===== src/rtl/trace_pkg.sv =====
// Shared types for the instruction trace sequencer: event payload and FSM states.
package trace_pkg;

    localparam int unsigned XLEN          = 32;
    localparam int unsigned TRACE_CYCLE_W = 64;

    // One retired instruction as seen by the tracer.
    typedef struct packed {
        logic [XLEN-1:0]          npc;
        logic [XLEN-1:0]          inst;
        logic [XLEN-1:0]          mtvec;
        logic [XLEN-1:0]          mepc;
        logic [TRACE_CYCLE_W-1:0] cycle;
    } trace_evt_t;

    // RUN accepts and drains, DRAIN only drains, DONE idles until reset.
    typedef enum logic [1:0] {
        SEQ_RUN   = 2'd0,
        SEQ_DRAIN = 2'd1,
        SEQ_DONE  = 2'd2
    } seq_state_e;

endpackage


===== src/rtl/trace_fifo.sv =====
// Small synchronous FIFO holding trace events between the commit port and the tracer.
// Ports:
//   clock      - clock, all updates on posedge
//   reset      - asynchronous active-low reset (pointers only; storage is don't-care when empty)
//   push       - write push_data at the tail (ignored when full)
//   push_data  - entry to write
//   pop        - drop the head entry (ignored when empty)
//   full/empty - occupancy flags from the current pointers
//   last       - exactly one entry buffered
//   head       - current head entry (undefined when empty)
module trace_fifo
    import trace_pkg::*;
#(
    parameter int unsigned DEPTH = 4,
    parameter type         T     = trace_evt_t
) (
    input  logic clock,
    input  logic reset,
    input  logic push,
    input  T     push_data,
    input  logic pop,
    output logic full,
    output logic empty,
    output logic last,
    output T     head
);

    localparam int unsigned AW = $clog2(DEPTH);
    localparam int unsigned PW = AW + 1;

    logic [PW-1:0] wr_ptr;
    logic [PW-1:0] rd_ptr;
    logic [PW-1:0] level;
    logic          push_ok;
    logic          pop_ok;
    T              mem [DEPTH];

    // Extra pointer MSB distinguishes full from empty when the index bits match.
    always_comb begin
        level   = wr_ptr - rd_ptr;
        empty   = (wr_ptr == rd_ptr);
        full    = (wr_ptr[AW] != rd_ptr[AW]) && (wr_ptr[AW-1:0] == rd_ptr[AW-1:0]);
        last    = (level == PW'(1));
        push_ok = push & ~full;
        pop_ok  = pop & ~empty;
        head    = mem[rd_ptr[AW-1:0]];
    end

    // Pointer update; wrap-around is natural modulo 2*DEPTH.
    always_ff @(posedge clock or negedge reset) begin
        if (!reset) begin
            wr_ptr <= '0;
            rd_ptr <= '0;
        end else begin
            if (push_ok) begin
                wr_ptr <= wr_ptr + PW'(1);
            end
            if (pop_ok) begin
                rd_ptr <= rd_ptr + PW'(1);
            end
        end
    end

    // Storage write.
    always_ff @(posedge clock) begin
        if (push_ok) begin
            mem[wr_ptr[AW-1:0]] <= push_data;
        end
    end

endmodule


===== src/rtl/inst_trace_sequencer.sv =====
// Buffers retire events from the commit stage and hands them to the instruction
// tracer, one per cycle, each stamped with the RUN cycles elapsed since the previous
// accepted retire. A halt stops intake, drains the buffer, then raises done.
// Ports:
//   clock, reset                    - clock and asynchronous active-low reset
//   in_valid/in_ready               - commit-side handshake
//   in_npc/in_inst/in_mtvec/in_mepc - retired instruction snapshot
//   halt                            - stop accepting commits (pulse or level, RUN only)
//   trace_ready                     - tracer can consume this cycle
//   trace_en                        - head event transferred this cycle
//   trace_npc..trace_cycle          - head event payload, zero when the buffer is empty
//   done                            - drain complete, sticky until reset
module inst_trace_sequencer
    import trace_pkg::*;
#(
    parameter int unsigned DEPTH   = 4,
    parameter int unsigned CYCLE_W = 64
) (
    input  logic               clock,
    input  logic               reset,
    input  logic               in_valid,
    output logic               in_ready,
    input  logic [31:0]        in_npc,
    input  logic [31:0]        in_inst,
    input  logic [31:0]        in_mtvec,
    input  logic [31:0]        in_mepc,
    input  logic               halt,
    input  logic               trace_ready,
    output logic               trace_en,
    output logic [31:0]        trace_npc,
    output logic [31:0]        trace_inst,
    output logic [31:0]        trace_mtvec,
    output logic [31:0]        trace_mepc,
    output logic [CYCLE_W-1:0] trace_cycle,
    output logic               done
);

    seq_state_e         state_q;
    seq_state_e         state_d;
    logic [CYCLE_W-1:0] elapsed_q;
    logic [CYCLE_W-1:0] elapsed_d;
    logic [CYCLE_W-1:0] stamp;
    logic               push;
    logic               pop;
    logic               fifo_full;
    logic               fifo_empty;
    logic               fifo_last;
    trace_evt_t         push_evt;
    trace_evt_t         head_evt;

    // State register.
    always_ff @(posedge clock or negedge reset) begin
        if (!reset) begin
            state_q <= SEQ_RUN;
        end else begin
            state_q <= state_d;
        end
    end

    // Next state: DRAIN finishes once the buffer is empty after this cycle's pop.
    always_comb begin
        state_d = state_q;
        case (state_q)
            SEQ_RUN: begin
                if (halt) begin
                    state_d = SEQ_DRAIN;
                end
            end
            SEQ_DRAIN: begin
                if (fifo_empty || (fifo_last && pop)) begin
                    state_d = SEQ_DONE;
                end
            end
            SEQ_DONE: begin
                state_d = SEQ_DONE;
            end
            default: begin
                state_d = SEQ_RUN;
            end
        endcase
    end

    // FSM outputs; in_ready uses pre-pop occupancy, so a full buffer never bypasses.
    always_comb begin
        in_ready = 1'b0;
        done     = 1'b0;
        case (state_q)
            SEQ_RUN:   in_ready = ~fifo_full;
            SEQ_DONE:  done     = 1'b1;
            default: begin
                in_ready = 1'b0;
                done     = 1'b0;
            end
        endcase
    end

    // Handshakes and stamp; the stamp saturates together with the elapsed counter.
    always_comb begin
        push  = in_valid & in_ready;
        pop   = ~fifo_empty & trace_ready;
        stamp = (&elapsed_q) ? elapsed_q : elapsed_q + CYCLE_W'(1);

        elapsed_d = elapsed_q;
        if (state_q == SEQ_RUN) begin
            elapsed_d = push ? '0 : stamp;
        end

        push_evt.npc   = in_npc;
        push_evt.inst  = in_inst;
        push_evt.mtvec = in_mtvec;
        push_evt.mepc  = in_mepc;
        push_evt.cycle = TRACE_CYCLE_W'(stamp);
    end

    // Elapsed-cycle counter, frozen outside RUN.
    always_ff @(posedge clock or negedge reset) begin
        if (!reset) begin
            elapsed_q <= '0;
        end else begin
            elapsed_q <= elapsed_d;
        end
    end

    trace_fifo #(
        .DEPTH (DEPTH),
        .T     (trace_evt_t)
    ) u_fifo (
        .clock     (clock),
        .reset     (reset),
        .push      (push),
        .push_data (push_evt),
        .pop       (pop),
        .full      (fifo_full),
        .empty     (fifo_empty),
        .last      (fifo_last),
        .head      (head_evt)
    );

    // Tracer side: payload is the head entry, forced to zero while empty.
    always_comb begin
        trace_en    = pop;
        trace_npc   = '0;
        trace_inst  = '0;
        trace_mtvec = '0;
        trace_mepc  = '0;
        trace_cycle = '0;
        if (!fifo_empty) begin
            trace_npc   = head_evt.npc;
            trace_inst  = head_evt.inst;
            trace_mtvec = head_evt.mtvec;
            trace_mepc  = head_evt.mepc;
            trace_cycle = CYCLE_W'(head_evt.cycle);
        end
    end

endmodule


===== config.mk =====
export PLATFORM = sky130hd
export DESIGN_NAME = inst_trace_sequencer
export DESIGN_NICKNAME = d
export VERILOG_FILES = /design/src/rtl/trace_pkg.sv /design/src/rtl/trace_fifo.sv /design/src/rtl/inst_trace_sequencer.sv
export SDC_FILE = /design/constraint.sdc
export NUM_CORES = 1
export LEC_CHECK = 0
export ABC_AREA = 1
export CORE_ASPECT_RATIO = 0.9
export CORE_MARGIN = 3
export CORE_UTILIZATION = 58
export DETAILED_ROUTE_END_ITERATION = 8
export GPL_TIMING_DRIVEN = 0
export PLACE_DENSITY = 0.86
export SYNTH_ARGS = -nofsm -noshare
export SYNTH_HDL_FRONTEND = slang
export SYNTH_SLANG_ARGS = --single-unit

===== constraint.sdc =====
create_clock -name clock -period 12.9 [get_ports clock]
set_input_delay 3.87 -clock clock [delete_from_list [all_inputs] [get_ports clock]]
set_output_delay 3.87 -clock clock [all_outputs]
set_load 0.02 [all_outputs]

Word-level counts from Yosys, hierarchy flattened. Memory sizes are Yosys's and may differ from the RTL's. Cells that the tools add are included.

Flip-flop bits (word level): 72. Latch bits: 0. Bits in writable memories: 768. Memory bits (read-only): 0. Input bits: 133. Output and inout bits: 195. Word-level logic and storage cells: 43. Memories: 1.

Memory list: u_fifo.mem (words 4, bits a word 192, read ports 1, clocked after memory_dff 0, wr ports 1, RTL line trace_fifo.sv:36) `T mem [DEPTH];`.

$add $sub $neg: 4. $mul: 0. Divide/modulo/power cells: 0. $lt $le $gt $ge: 0. Equality and inequality tests: 8. Shift-type cells: 0. Multiplexer cells: 14. Bitwise logic cells: 6. Reductions and logical operators: 6.

Operators by type and width (count): 64-bit two-way mux (3); 32-bit two-way mux (4); 64-bit by 1-bit adder with 64-bit output, second input constant (1); 64-bit AND reduction (1); 3-bit by 1-bit adder with 3-bit output, second input constant (2); 2-bit one-hot mux with 3 select lines (1); 1-bit AND (4); 1-bit two-way mux (4); 2-bit two-way mux (2); 2-bit inequality test, second input constant (2); 3-bit by 1-bit equality test with 1-bit output, second input constant (1); 3-bit equality test (1); 3-bit subtractor (1); 2-bit by 1-bit equality test with 1-bit output, second input constant (1); 2-bit equality test (1); 2-bit equality test, second input constant (1); 1-bit logical AND (2); 2-bit logical NOT (1); 1-bit inverter (2); 2-bit AND reduction (1); 1-bit logical OR (1); 1-bit inequality test (1).

Logic depth before layout (Yosys ltp).
Depth in word-level cells: 8. Depth in mapped cells: 13. Gate-level depth less buffers: 12.

Hierarchy. A second synthesis with hierarchy kept.

Cells, all modules: 3203. Area, all modules: 35690.5 µm².

By module, submodules not included: trace_fifo (instances 1, cells each 1921, area an instance 28872.7 µm², seq. area each 23212.3 µm²); inst_trace_sequencer (instances 1, cells each 1282, area an instance 6817.8 µm², seq. area each 1651.6 µm²).

Worst setup path before layout. No wires, ideal clock.

Kind: input port to flip-flop. Start: input port in_valid. End: memory u_fifo.mem[3][0] (netlist name), enable pin. Setup time: 0.751 ns. Arrival time: 12.010 ns. Required time: 12.149 ns. Slack: 0.139 ns. Cell stages on the path: 2. Buffers on the path: 0. Path through: nand2_2 > nor2_1.

Word-level cells in the longest chain between the ends: 4.

RTL lines: start, declared (RTL line inst_trace_sequencer.sv:21) `input logic in_valid,`; 1-bit AND (RTL line inst_trace_sequencer.sv:99) `push = in_valid & in_ready;`; 1-bit AND (RTL line trace_fifo.sv:44) `push_ok = push & ~full;`; 1-bit two-way mux (RTL line trace_fifo.sv:66) `if (push_ok) begin`; 1-bit two-way mux (implied by the code) (RTL line trace_fifo.sv:67) `mem[wr_ptr[AW-1:0]] <= push_data;`; end, declared (RTL line trace_fifo.sv:36).

Every way passes these cells.

Worst setup path in the final report.
Start: input port trace_ready. End: output port trace_en.

Word-level cells in the longest chain between the ends: 1.

RTL lines: start, declared (RTL line inst_trace_sequencer.sv:28) `input logic trace_ready,`; 1-bit AND (RTL line inst_trace_sequencer.sv:100) `pop = ~fifo_empty & trace_ready;`; end, declared (RTL line inst_trace_sequencer.sv:29) `output logic trace_en,`.

Every way passes these cells.

==> flow_metrics.py <==
metrics = {
    "setup_path": {
        "worst-path-max-fanout": 5,
        "setup.worst_path.class": "in2out",
        "cp.required_ns": 9.03,
        "cp-end-kind": "primary output",
        "startpoint_type": "input port",
        "arrival_ns": 5.46,
    },
    "floorplan": {
        "die-area_sq_um": 63900,
        "num_rows": 85,
        "coreArea_sq_um": 60000,
        "ios": 328,
        "die_w_microns": 266,
        "die_y_microns": 240,
        "initial_core_util": 0.589,
    },
    "global_route": {
        "antenna_found_initial": 12,
        "use_met1": 0.405,
        "grt_pass1_vias": 25531,
        "grt_util_all_layers": 0.308,
        "grt_pass1_wl_microns": 149000,
        "grt_max_degree": 40,
        "use_met3": 0.0648,
        "met2_usage": 0.517,
        "top_usage_layer": "met2",
        "grt-ovfl-total": 0,
    },
    "clock_network": {
        "cts-root-buf": "clkbuf_16",
        "cts.sinks": 840,
        "cts_buffers": 82,
        "cts_resized": 0,
        "cts_setup_buffers": 0,
        "clock_latency_ns": 0.64,
        "clkSlewWorstSetupHoldPaths_ns": 0.06,
        "cts_buffer_depth": 3,
        "cts_hold_buf": 0,
        "cts_max_level": 3,
        "cts_tree": "yes",
    },
    "timing": {
        "timing_hold_violations_final": 0,
        "clock_skew_ns": 0.0150,
        "slew_headroom": 0.182,
        "tightestPinTransition_ns": 1.23,
        "setup-violations-final": 0,
        "holdWs_ns": 0.498,
        "rsz0062_at_grt": "no",
        "setup-tns-final_ns": 0,
        "fin_crit_sh": 0.723,
        "drv_slew": 0,
        "finalCriticalPeriod_ns": 9.33,
        "fmax_mhz": 107,
    },
    "detailed_routing": {
        "wirelength_microns": 99700,
        "via_per_inst": 5.85,
        "drtPass1Iterations": 8,
        "ant_nets": 0,
        "wire_per_inst_microns": 22.1,
        "vias": 26311,
        "drc": 0,
        "drtIter0Drc": 3391,
    },
    "synthesis": {
        "synth-edff-count": 768,
        "synth_fp_nets": 3346,
        "ys_ff_latch": 840,
        "yosys.area_share.simple": 0.162,
        "synth_fa_ha_area_frac": 0.00482,
        "ys_warn_count": 0,
        "synthMuxAreaShare": 0,
        "synth_compound_area_frac": 0.0877,
        "synth.avg_cell_area_sq_um": 11.0,
        "synth_top_family_by_area": "simple AND/OR/NAND/NOR gates",
        "synth_ff_type": "edfxtp_1",
        "syn_inst": 3200,
        "syn-cell-area_sq_um": 35300,
        "ys_seq_area_frac": 0.704,
        "ys_types": 33,
        "synth_xor_area_frac": 0.00868,
        "ys_async_sr_fraction": 0.0857,
    },
    "cells_and_area": {
        "final_cell_mix": "889 x nor2_1, 768 x edfxtp_1, 397 x o21ai_0",
        "final_common_cell": "nor2_1",
        "fin_nets": 3788,
        "final_cells": 4501,
        "area_growth_pct": 21.6,
        "post-route-util": 0.716,
        "drive_gt1_frac": 0.0655,
    },
    "run": {
        "maxCapViolCount": 0,
    },
    "pwr": {
        "pwr-share-seq": 0.328,
        "powerDensity_nw_per_um2": 264,
        "ir_drop_mv": 0.227,
        "clkPwrFrac": 0.207,
        "power.switching_uw": 4620,
        "p_int_uw": 6690,
        "combPwrFrac": 0.465,
        "switching_share": 0.409,
        "leakage_uw": 0.0154,
    },
    "place": {
        "hpwl_microns": 65300,
        "io_buffers": 327,
        "placed_cells": 4341,
        "place_congestion": 0.982,
    },
    "hold_path": {
        "min_path_type": "reg2reg",
    },
    "run_status": {
        "status": "complete, no violations",
    },
}
## power groups by stage
stage / clock (uW) / sequential [uW] / combinational (uW)
6_report: 2350 / 3710 / 5260
2_1_floorplan: 0 / 3810 / 2760
4_1_cts: 2360 / 3700 / 5230
3_3_place_gp: 0 / 3930 / 4960
5_1_grt: 2470 / 3740 / 5610
3_5_place_dp: 0 / 3750 / 5170
## final cells by class
cell class / count / area, sq um
Sequential cell: 840 / 24900
Fill cell: 3864 / 17100
Multi-Input combinational cell: 2067 / 9320
Timing Repair Buffer: 358 / 3940
Clock buffer: 101 / 2170
Tap cell: 783 / 980
Buffer: 169 / 686
Inverter: 124 / 465
Clock inverter: 51 / 464
Antenna cell: 8 / 20.0
## per-stage QoR
stage               power, uW  setup slack, ns  cell area [sq um]
finish                  11300             3.57              42900
global route            11800             3.47              42900
CTS                     11300             3.56              42900
detailed placement       8920             3.58              40300
global placement         8890            -6.34              39600
floorplan                6570            0.139              35300
## state kept, by name, indices dropped and copies added, names as in the netlist
signal         count
u_fifo.mem       768
state_q            2
u_fifo.wr_ptr      3
u_fifo.rd_ptr      3
elapsed_q         64
## critical path, cell delays in order
cell and delay, ns:
clkdlybuf4s50_1 0.46, inv_1 0.05, nor2_1 0.29, clkdlybuf4s50_1 0.78
## logic make-up (layout without fill, tap and decap cells)
logic type               Yosys count  in the layout
AO/OA/AOI/OAI                    610            610
XOR/XNOR                          35             35
adder cells (fa/ha/maj)           13             13
buffers and inverters            293            803
flip-flops                       840            840
other                              0              8
AND/OR/NAND/NOR                 1409           1409
## path summary, 6_finish.rpt
check | start | to | slack [ns] | cells past startpoint
hold / removal | u_fifo.wr_ptr[2]$_DFFE_PN0P_ | u_fifo.wr_ptr[2]$_DFFE_PN0P_ | 0.50 | 1
setup / recovery | trace_ready | trace_en | 3.57 | 4
min in group asynchronous | reset | elapsed_q[48]$_DFFE_PN0N_ | 3.20 | 1
hold reg to reg | u_fifo.wr_ptr[2]$_DFFE_PN0P_ | u_fifo.wr_ptr[2]$_DFFE_PN0P_ | 0.50 | 1
setup reg to reg | u_fifo.rd_ptr[1]$_DFFE_PN0P_ | u_fifo.mem[1][38]$_DFFE_PP_ | 8.76 | 11
max in group asynchronous | reset | elapsed_q[22]$_DFFE_PN0N_ | 9.12 | 2
## metal layers
| layer | share of wire | up-vias |
|---|---|---|
| met3 | 0.097 | 247 |
| met2 | 0.49 | 1554 |
| li1 | - | 11837 |
| met1 | 0.38 | 12659 |
| met5 | 0.00085 | - |
| met4 | 0.035 | 14 |
## cell usage after synthesis (19+ instances only)
| cell | n | share of area |
|---|---|---|
| nor2_1 | 893 | 0.095 |
| edfxtp_1 | 768 | 0.65 |
| o21ai_0 | 397 | 0.056 |
| nand2_1 | 388 | 0.041 |
| a21oi_1 | 193 | 0.027 |
| clkbuf_1 | 138 | 0.015 |
| inv_1 | 118 | 0.013 |
| dfrtp_1 | 72 | 0.051 |
| xor2_1 | 34 | 0.0084 |
| nand3_1 | 31 | 0.0044 |
| nand3_2 | 31 | 0.0088 |
| or2_2 | 19 | 0.0034 |
(Power assumes the default switching activity.)
